===== config.mk =====
export PLATFORM = sky130hd
export DESIGN_NAME = dmem_access_ctrl_flat
export DESIGN_NICKNAME = d
export VERILOG_FILES = /design/src/rtl/cpu_defs.sv /design/src/rtl/dmem_access_ctrl_if.sv /design/src/rtl/dmem_addr_check.sv /design/src/rtl/dmem_access_ctrl.sv /design/src/flat_wrapper.sv
export SDC_FILE = /design/constraint.sdc
export NUM_CORES = 1
export LEC_CHECK = 0
export CAP_MARGIN = 20
export CORE_ASPECT_RATIO = 0.7
export CORE_UTILIZATION = 35
export CTS_CLUSTER_DIAMETER = 40
export DETAILED_ROUTE_END_ITERATION = 7
export GPL_TIMING_DRIVEN = 1
export PLACE_DENSITY_LB_ADDON = 0.08
export REMOVE_ABC_BUFFERS = 1
export SYNTH_ARGS = -nofsm -noshare
export SYNTH_HDL_FRONTEND = slang
export SYNTH_SLANG_ARGS = --single-unit

===== constraint.sdc =====
create_clock -name clk -period 4.7 [get_ports clk]
set_clock_uncertainty 0.1 [all_clocks]
set_input_delay 0.705 -clock clk [delete_from_list [all_inputs] [get_ports clk]]
set_output_delay 0.705 -clock clk [all_outputs]
set_load 0.02 [all_outputs]

===== src/rtl/cpu_defs.sv =====
// Shared CPU-side definitions: access sizes, data-memory window, FSM states
// and address-error exception codes.
package cpu_defs;

   localparam logic [2:0]  SZ_B = 3'd1;
   localparam logic [2:0]  SZ_H = 3'd2;
   localparam logic [2:0]  SZ_W = 3'd4;

   localparam logic [31:0] DM_BASE  = 32'h1001_0000;
   localparam int unsigned DM_BYTES = 1024;
   localparam int unsigned DM_AW    = 11;

   localparam logic [4:0]  EXC_ADEL = 5'd4;
   localparam logic [4:0]  EXC_ADES = 5'd5;

   typedef enum logic [1:0] {
      ST_IDLE,
      ST_ACCESS,
      ST_DONE,
      ST_ERR
   } dm_state_t;

endpackage


===== src/rtl/dmem_access_ctrl_if.sv =====
// CPU-side load/store request and response bundle for the data-memory front end.
interface dmem_access_ctrl_if;

   logic        req;
   logic        req_ready;
   logic        req_wr;
   logic [2:0]  req_size;
   logic        req_sign;
   logic [31:0] req_addr;
   logic [31:0] req_wdata;
   logic        done;
   logic [31:0] rdata;
   logic        addr_err;
   logic        err_store;
   logic [31:0] bad_vaddr;

   modport master (
      output req, req_wr, req_size, req_sign, req_addr, req_wdata,
      input  req_ready, done, rdata, addr_err, err_store, bad_vaddr
   );

   modport slave (
      input  req, req_wr, req_size, req_sign, req_addr, req_wdata,
      output req_ready, done, rdata, addr_err, err_store, bad_vaddr
   );

endinterface


===== src/rtl/dmem_addr_check.sv =====
// Combinational size/alignment/range check and CPU-to-local offset translation
// for a memory window; shared with the instruction-fetch path.
module dmem_addr_check
   import cpu_defs::*;
#(
   parameter logic [31:0] DM_BASE  = cpu_defs::DM_BASE,
   parameter int unsigned DM_BYTES = cpu_defs::DM_BYTES
) (
   input  logic [31:0] addr,
   input  logic [2:0]  size,
   output logic [31:0] off,
   output logic        fault
);

   logic [32:0] end_off;
   logic        size_ok;
   logic        misaligned;

   always_comb begin
      // Wrap-around subtract: addresses below the base become huge offsets.
      off        = addr - DM_BASE;
      end_off    = {1'b0, off} + {30'b0, size};
      size_ok    = (size == SZ_B) || (size == SZ_H) || (size == SZ_W);
      misaligned = ((size == SZ_H) && addr[0]) ||
                   ((size == SZ_W) && (addr[1:0] != 2'b00));
      fault      = !size_ok || misaligned || (end_off > 33'(DM_BYTES));
   end

endmodule


===== src/rtl/dmem_access_ctrl.sv =====
// Load/store front end for the byte-addressed data memory: one request at a
// time, single-cycle memory access, done pulse or address-error report.
module dmem_access_ctrl
   import cpu_defs::*;
#(
   parameter logic [31:0] DM_BASE  = cpu_defs::DM_BASE,
   parameter int unsigned DM_BYTES = cpu_defs::DM_BYTES,
   parameter int unsigned DM_AW    = cpu_defs::DM_AW
) (
   input  logic               clk,
   input  logic               rst,
   dmem_access_ctrl_if.slave  bus,
   output logic               dm_ena,
   output logic               dm_we,
   output logic [DM_AW-1:0]   dm_addr,
   output logic [31:0]        dm_wdata,
   output logic [2:0]         dm_data_w,
   output logic               dm_data_sign,
   input  logic [31:0]        dm_rdata
);

   dm_state_t          state, state_nxt;
   logic               r_wr;
   logic [2:0]         r_size;
   logic               r_sign;
   logic [31:0]        r_wdata;
   logic [DM_AW-1:0]   r_off;
   logic [31:0]        chk_off;
   logic               chk_fault;
   logic               accept;
   logic               unused_off_hi;

   dmem_addr_check #(
      .DM_BASE  (DM_BASE),
      .DM_BYTES (DM_BYTES)
   ) u_chk (
      .addr  (bus.req_addr),
      .size  (bus.req_size),
      .off   (chk_off),
      .fault (chk_fault)
   );

   // Range check already bounds the offset below DM_BYTES; high bits are dead.
   assign unused_off_hi = ^chk_off[31:DM_AW];
   assign accept        = (state == ST_IDLE) && bus.req;

   always_ff @(posedge clk) begin
      if (rst) begin
         state         <= ST_IDLE;
         r_wr          <= 1'b0;
         r_size        <= '0;
         r_sign        <= 1'b0;
         r_wdata       <= '0;
         r_off         <= '0;
         bus.rdata     <= '0;
         bus.bad_vaddr <= '0;
      end else begin
         state <= state_nxt;
         if (accept) begin
            r_wr    <= bus.req_wr;
            r_size  <= bus.req_size;
            r_sign  <= bus.req_sign;
            r_wdata <= bus.req_wdata;
            r_off   <= chk_off[DM_AW-1:0];
            // Captured at acceptance so it is already valid in the ERR cycle.
            if (chk_fault)
               bus.bad_vaddr <= bus.req_addr;
         end
         if ((state == ST_ACCESS) && !r_wr)
            bus.rdata <= dm_rdata;
      end
   end

   always_comb begin
      state_nxt     = state;
      bus.req_ready = 1'b0;
      bus.done      = 1'b0;
      bus.addr_err  = 1'b0;
      bus.err_store = 1'b0;
      dm_ena        = 1'b0;
      dm_we         = 1'b0;
      dm_addr       = '0;
      dm_wdata      = '0;
      dm_data_w     = '0;
      dm_data_sign  = 1'b0;
      case (state)
         ST_IDLE: begin
            bus.req_ready = 1'b1;
            if (bus.req)
               state_nxt = chk_fault ? ST_ERR : ST_ACCESS;
         end
         ST_ACCESS: begin
            // Gated by rst so a reset landing on this cycle cancels the write.
            dm_ena       = ~rst;
            dm_we        = r_wr & ~rst;
            dm_addr      = r_off;
            dm_wdata     = r_wdata;
            dm_data_w    = r_size;
            dm_data_sign = r_sign;
            state_nxt    = ST_DONE;
         end
         ST_DONE: begin
            bus.done  = 1'b1;
            state_nxt = ST_IDLE;
         end
         ST_ERR: begin
            bus.addr_err  = 1'b1;
            bus.err_store = r_wr;
            state_nxt     = ST_IDLE;
         end
         default: state_nxt = ST_IDLE;
      endcase
   end

endmodule


===== src/flat_wrapper.sv =====
// flat-port wrapper written by rule: the top's interface ports become plain ports
module dmem_access_ctrl_flat import cpu_defs::*;
#(
   parameter logic [31:0] DM_BASE  = cpu_defs::DM_BASE,
   parameter int unsigned DM_BYTES = cpu_defs::DM_BYTES,
   parameter int unsigned DM_AW    = cpu_defs::DM_AW
)
  (clk, rst, dm_ena, dm_we, dm_addr, dm_wdata, dm_data_w, dm_data_sign, dm_rdata, bus_req, bus_req_wr, bus_req_size, bus_req_sign, bus_req_addr, bus_req_wdata, bus_req_ready, bus_done, bus_rdata, bus_addr_err, bus_err_store, bus_bad_vaddr);
  dmem_access_ctrl_if bus_i ();
  input  logic clk;
  input  logic rst;
  output logic dm_ena;
  output logic dm_we;
  output logic [DM_AW-1:0] dm_addr;
  output logic [31:0] dm_wdata;
  output logic [2:0] dm_data_w;
  output logic dm_data_sign;
  input  logic [31:0] dm_rdata;
  input wire logic [$bits(bus_i.req)-1:0] bus_req;
  input wire logic [$bits(bus_i.req_wr)-1:0] bus_req_wr;
  input wire logic [$bits(bus_i.req_size)-1:0] bus_req_size;
  input wire logic [$bits(bus_i.req_sign)-1:0] bus_req_sign;
  input wire logic [$bits(bus_i.req_addr)-1:0] bus_req_addr;
  input wire logic [$bits(bus_i.req_wdata)-1:0] bus_req_wdata;
  output wire logic [$bits(bus_i.req_ready)-1:0] bus_req_ready;
  output wire logic [$bits(bus_i.done)-1:0] bus_done;
  output wire logic [$bits(bus_i.rdata)-1:0] bus_rdata;
  output wire logic [$bits(bus_i.addr_err)-1:0] bus_addr_err;
  output wire logic [$bits(bus_i.err_store)-1:0] bus_err_store;
  output wire logic [$bits(bus_i.bad_vaddr)-1:0] bus_bad_vaddr;
  assign bus_i.req = bus_req;
  assign bus_i.req_wr = bus_req_wr;
  assign bus_i.req_size = bus_req_size;
  assign bus_i.req_sign = bus_req_sign;
  assign bus_i.req_addr = bus_req_addr;
  assign bus_i.req_wdata = bus_req_wdata;
  assign bus_req_ready = bus_i.req_ready;
  assign bus_done = bus_i.done;
  assign bus_rdata = bus_i.rdata;
  assign bus_addr_err = bus_i.addr_err;
  assign bus_err_store = bus_i.err_store;
  assign bus_bad_vaddr = bus_i.bad_vaddr;
  dmem_access_ctrl #(.DM_BASE(DM_BASE), .DM_BYTES(DM_BYTES), .DM_AW(DM_AW)) u_core (.clk(clk), .rst(rst), .bus(bus_i), .dm_ena(dm_ena), .dm_we(dm_we), .dm_addr(dm_addr), .dm_wdata(dm_wdata), .dm_data_w(dm_data_w), .dm_data_sign(dm_data_sign), .dm_rdata(dm_rdata));
endmodule

==> results.sh <==
export IMPL_status="finished, violations left"
export IMPL_violations="design-rule violations"
export IMPL_r2r_cells=5
export IMPL_crit_fanout=25
export IMPL_place_inst=1291
export IMPL_synth_area_um2=6590
export IMPL_area_growth_pct=46.3
export IMPL_max_freq_mhz=240
export IMPL_dr_pass1_iters=7
export IMPL_grt_util_all_layers_pct=21.7
export IMPL_grt_pass1_wl_mm=33.8
export IMPL_worstPathArrival_ns=4.38
export IMPL_start_kind="input pin"
export IMPL_rrSetupSlack_ns=2.50
export IMPL_routabilityCongestion=0.850
export IMPL_port_buffers=220
export IMPL_critPathLaunch="bus_req_size[0]"
export IMPL_cts_root_buf="clkbuf_16"
export IMPL_finalWirelength_mm=20.8
export IMPL_synth_avg_cell_area_um2=7.51
export IMPL_routed_via_density=5.14
export IMPL_cts_made_buffers=17
export IMPL_powerDensity_nw_per_um2=309
export IMPL_hold_path_class="reg -> reg"
export IMPL_netlist_instances=877
export IMPL_drt_iter0_drc=445
export IMPL_setup_viol=0
export IMPL_synth_area_leader_cell="dfxtp_1"
export IMPL_ys_flop_type="dfxtp_1"
export IMPL_wl_per_cell_um=15.7
export IMPL_antenna_found_initial=0
export IMPL_rsz0062_at_grt="no"
export IMPL_drcViolationCount=14
export IMPL_hpwl_mm=14.3
export IMPL_period_needed_ns=4.16
export IMPL_final_layout_size_suffix_gt1_share_pct=10.0
export IMPL_gr_total_overflow=0
export IMPL_cts_tree="built"
export IMPL_start_util_pct=36.2
export IMPL_end_kind="flip-flop"
export IMPL_die_h_um=117
export IMPL_synth_cell_types=67
export IMPL_hold_viol=0
export IMPL_r2r_end="u_core.r_wdata[20]"
export IMPL_finalCritPeriodShare_pct=88.5
export IMPL_nets=1183
export IMPL_drv_slew=0
export IMPL_cts_htree_levels=4
export IMPL_vdd_drop_max_uv=177
export IMPL_die_area_um2=19400
export IMPL_io_pins=221
export IMPL_drv_cap=0
export IMPL_worst_pin_slew_ns=0.936
export IMPL_tns_ns=0
export IMPL_ys_seq_area_share_pct=34.7
export IMPL_coreArea_um2=18200
export IMPL_cts_max_path_buffers=2
export IMPL_grt_pass1_vias=6314
export IMPL_postCtsHoldBufs=0
export IMPL_clk_pin_slew_ns=0.06
export IMPL_synth_edf_count=0
export IMPL_cts_resized=0
export IMPL_min_from="u_core.r_wdata[30]"
export IMPL_p_leak_nw=3.49
export IMPL_drtAntennaViolNets=0
export IMPL_row_count=41
export IMPL_crit_end="u_core.bus.bad_vaddr[15]"
export IMPL_synth_warnings=0
export IMPL_layoutNonFillerInstCount=1323
export IMPL_postCtsSetupBuffers=0
export IMPL_slew_headroom_pct=37.5
export IMPL_synth_area_leaders="dfxtp_1 35%, nand2_1 14%, a21oi_1 8.8%"
export IMPL_clk_insertion_delay_late_ns=0.41
export IMPL_clock_sinks=114
export IMPL_worstSetupPathType="in -> reg"
export IMPL_netlist_area_leader_share_pct=34.7
export IMPL_vias=6803
export IMPL_cp_data_required_time_ns=4.92
export IMPL_grt_max_degree=85
export IMPL_async_reset_ff_share_pct=0
export IMPL_synth_seq_cells=114
export IMPL_n_antenna_cell=0
export IMPL_reg2reg_from="u_core.state[1]"
export IMPL_die_x_um=166
[report_power, final]
group | internal, mW | total (mW) | switching, mW | leakage, nW
clock | 0.800 | 1.30 | 0.500 | 0.276
sequential | 1.04 | 1.07 | 0.0354 | 0.936
combinational | 0.279 | 0.604 | 0.326 | 2.28
[state kept, by name (all words and copies together) (netlist names)]
signal                cells
u_core.bus.bad_vaddr     32
u_core.bus.rdata         32
u_core.r_wdata           32
u_core.r_off             11
u_core.r_size             3
u_core.state              2
u_core.r_sign             1
u_core.r_wr               1
[cells in the mapped netlist, drive strengths merged (5+ instances only)]
cell type / n
xnor2: 9
nor4: 5
o311ai: 31
dfxtp: 114
and2: 50
or4: 7
inv: 10
nor2: 51
o21ai: 5
xor2: 17
clkbuf: 59
o211ai: 5
nand4: 10
a21oi: 116
and3: 33
a2111oi: 6
nand3: 14
nor3: 15
buf: 11
nand2: 237
[cells in the final DEF (no fill, tap or decap), drive strengths merged, types with 5 or more instances in the layout]
| master | netlist | routed |
|---|---|---|
| nand2 | 237 | 237 |
| clkdlybuf4s50 | 0 | 219 |
| a21oi | 116 | 116 |
| dfxtp | 114 | 114 |
| nor2 | 51 | 51 |
| and2 | 50 | 50 |
| and3 | 33 | 33 |
| o311ai | 31 | 31 |
| buf | 11 | 29 |
| clkbuf | 59 | 18 |
| xor2 | 17 | 17 |
| nor3 | 15 | 15 |
| nand3 | 14 | 14 |
| inv | 10 | 13 |
| nand4 | 10 | 10 |
| xnor2 | 9 | 9 |
| or4 | 7 | 7 |
| a2111oi | 6 | 6 |
| nor4 | 5 | 5 |
| o211ai | 5 | 5 |
| o21ai | 5 | 5 |
| clkinvlp | 0 | 5 |
[layer usage]
| metal | routed length [um] | GRT usage, % | vias up |
|---|---|---|---|
| met5 | 0 | 0 | - |
| met4 | 71 | 4.80 | 0 |
| met3 | 1540 | 6.17 | 8 |
| met2 | 8690 | 31.6 | 181 |
| met1 | 10500 | 31.4 | 3170 |
| li1 | - | - | 3444 |
[worst min path at each step]
stage | slack, ns | to | depth (start not counted)
2_1_floorplan | 0.33 | u_core.r_off[0] | 2
3_3_place_gp | 0.34 | u_core.r_wdata[12] | 2
3_5_place_dp | 0.34 | u_core.r_off[0] | 2
4_1_cts | 0.35 | u_core.r_off[3] | 2
5_1_grt | 0.37 | u_core.r_wdata[24] | 2
6_report | 0.35 | u_core.r_wdata[30] | 2
[per-stage QoR]
stage | utilization [%] | hold WS, ns | area [um2] | total power [mW] | setup WS [ns]
floorplan | - | 0.326 | 6280 | 1.38 | -0.375
global placement | 49.7 | 0.338 | 9040 | 1.70 | 0.177
detailed placement | 49.7 | 0.343 | 9040 | 1.70 | 0.117
CTS | 52.9 | 0.351 | 9640 | 3.01 | 0.551
global route | 52.9 | 0.368 | 9640 | 3.12 | 0.314
finish | 52.9 | 0.347 | 9640 | 2.98 | 0.541
[kinds of logic (layout without fill, tap and decap cells)]
logic type                 Yosys count  in the layout  share of synthesized area [%]
and+or+nand+nor                    455            455                           33.0
AOI/OAI and AO/OA                  196            196                           22.6
DFF                                114            114                           34.7
buffers and inverters               80            290                           5.13
xor gates and xnor gates            26             26                           3.46
adders and majority gates            5              5                           1.06
muxes                                1              1                          0.152
[critical path, stage by stage]
cell and delay [ns]:
clkdlybuf4s50_1 0.52, ha_1 0.21, inv_1 0.06, fa_1 0.42, nand2b_1 0.19, a21o_1 0.27
or4_4 0.55, nor4_1 0.37, mux2i_1 0.23, nand2_1 0.08, nand4b_4 0.19, buf_4 0.27
o311ai_2 0.30
[final cells by class]
| cell class | instances | area [um2] |
|---|---|---|
| repair buffers | 248 | 2430 |
| fillers | 1786 | 8570 |
| flip-flops and latches | 114 | 2280 |
| multi-input cells | 683 | 3990 |
| inverters | 10 | 37.5 |
| clock inverters | 14 | 155 |
| well taps | 236 | 295 |
| clock buffers | 18 | 439 |
No activity file was read; power rests on OpenSTA's default activity.
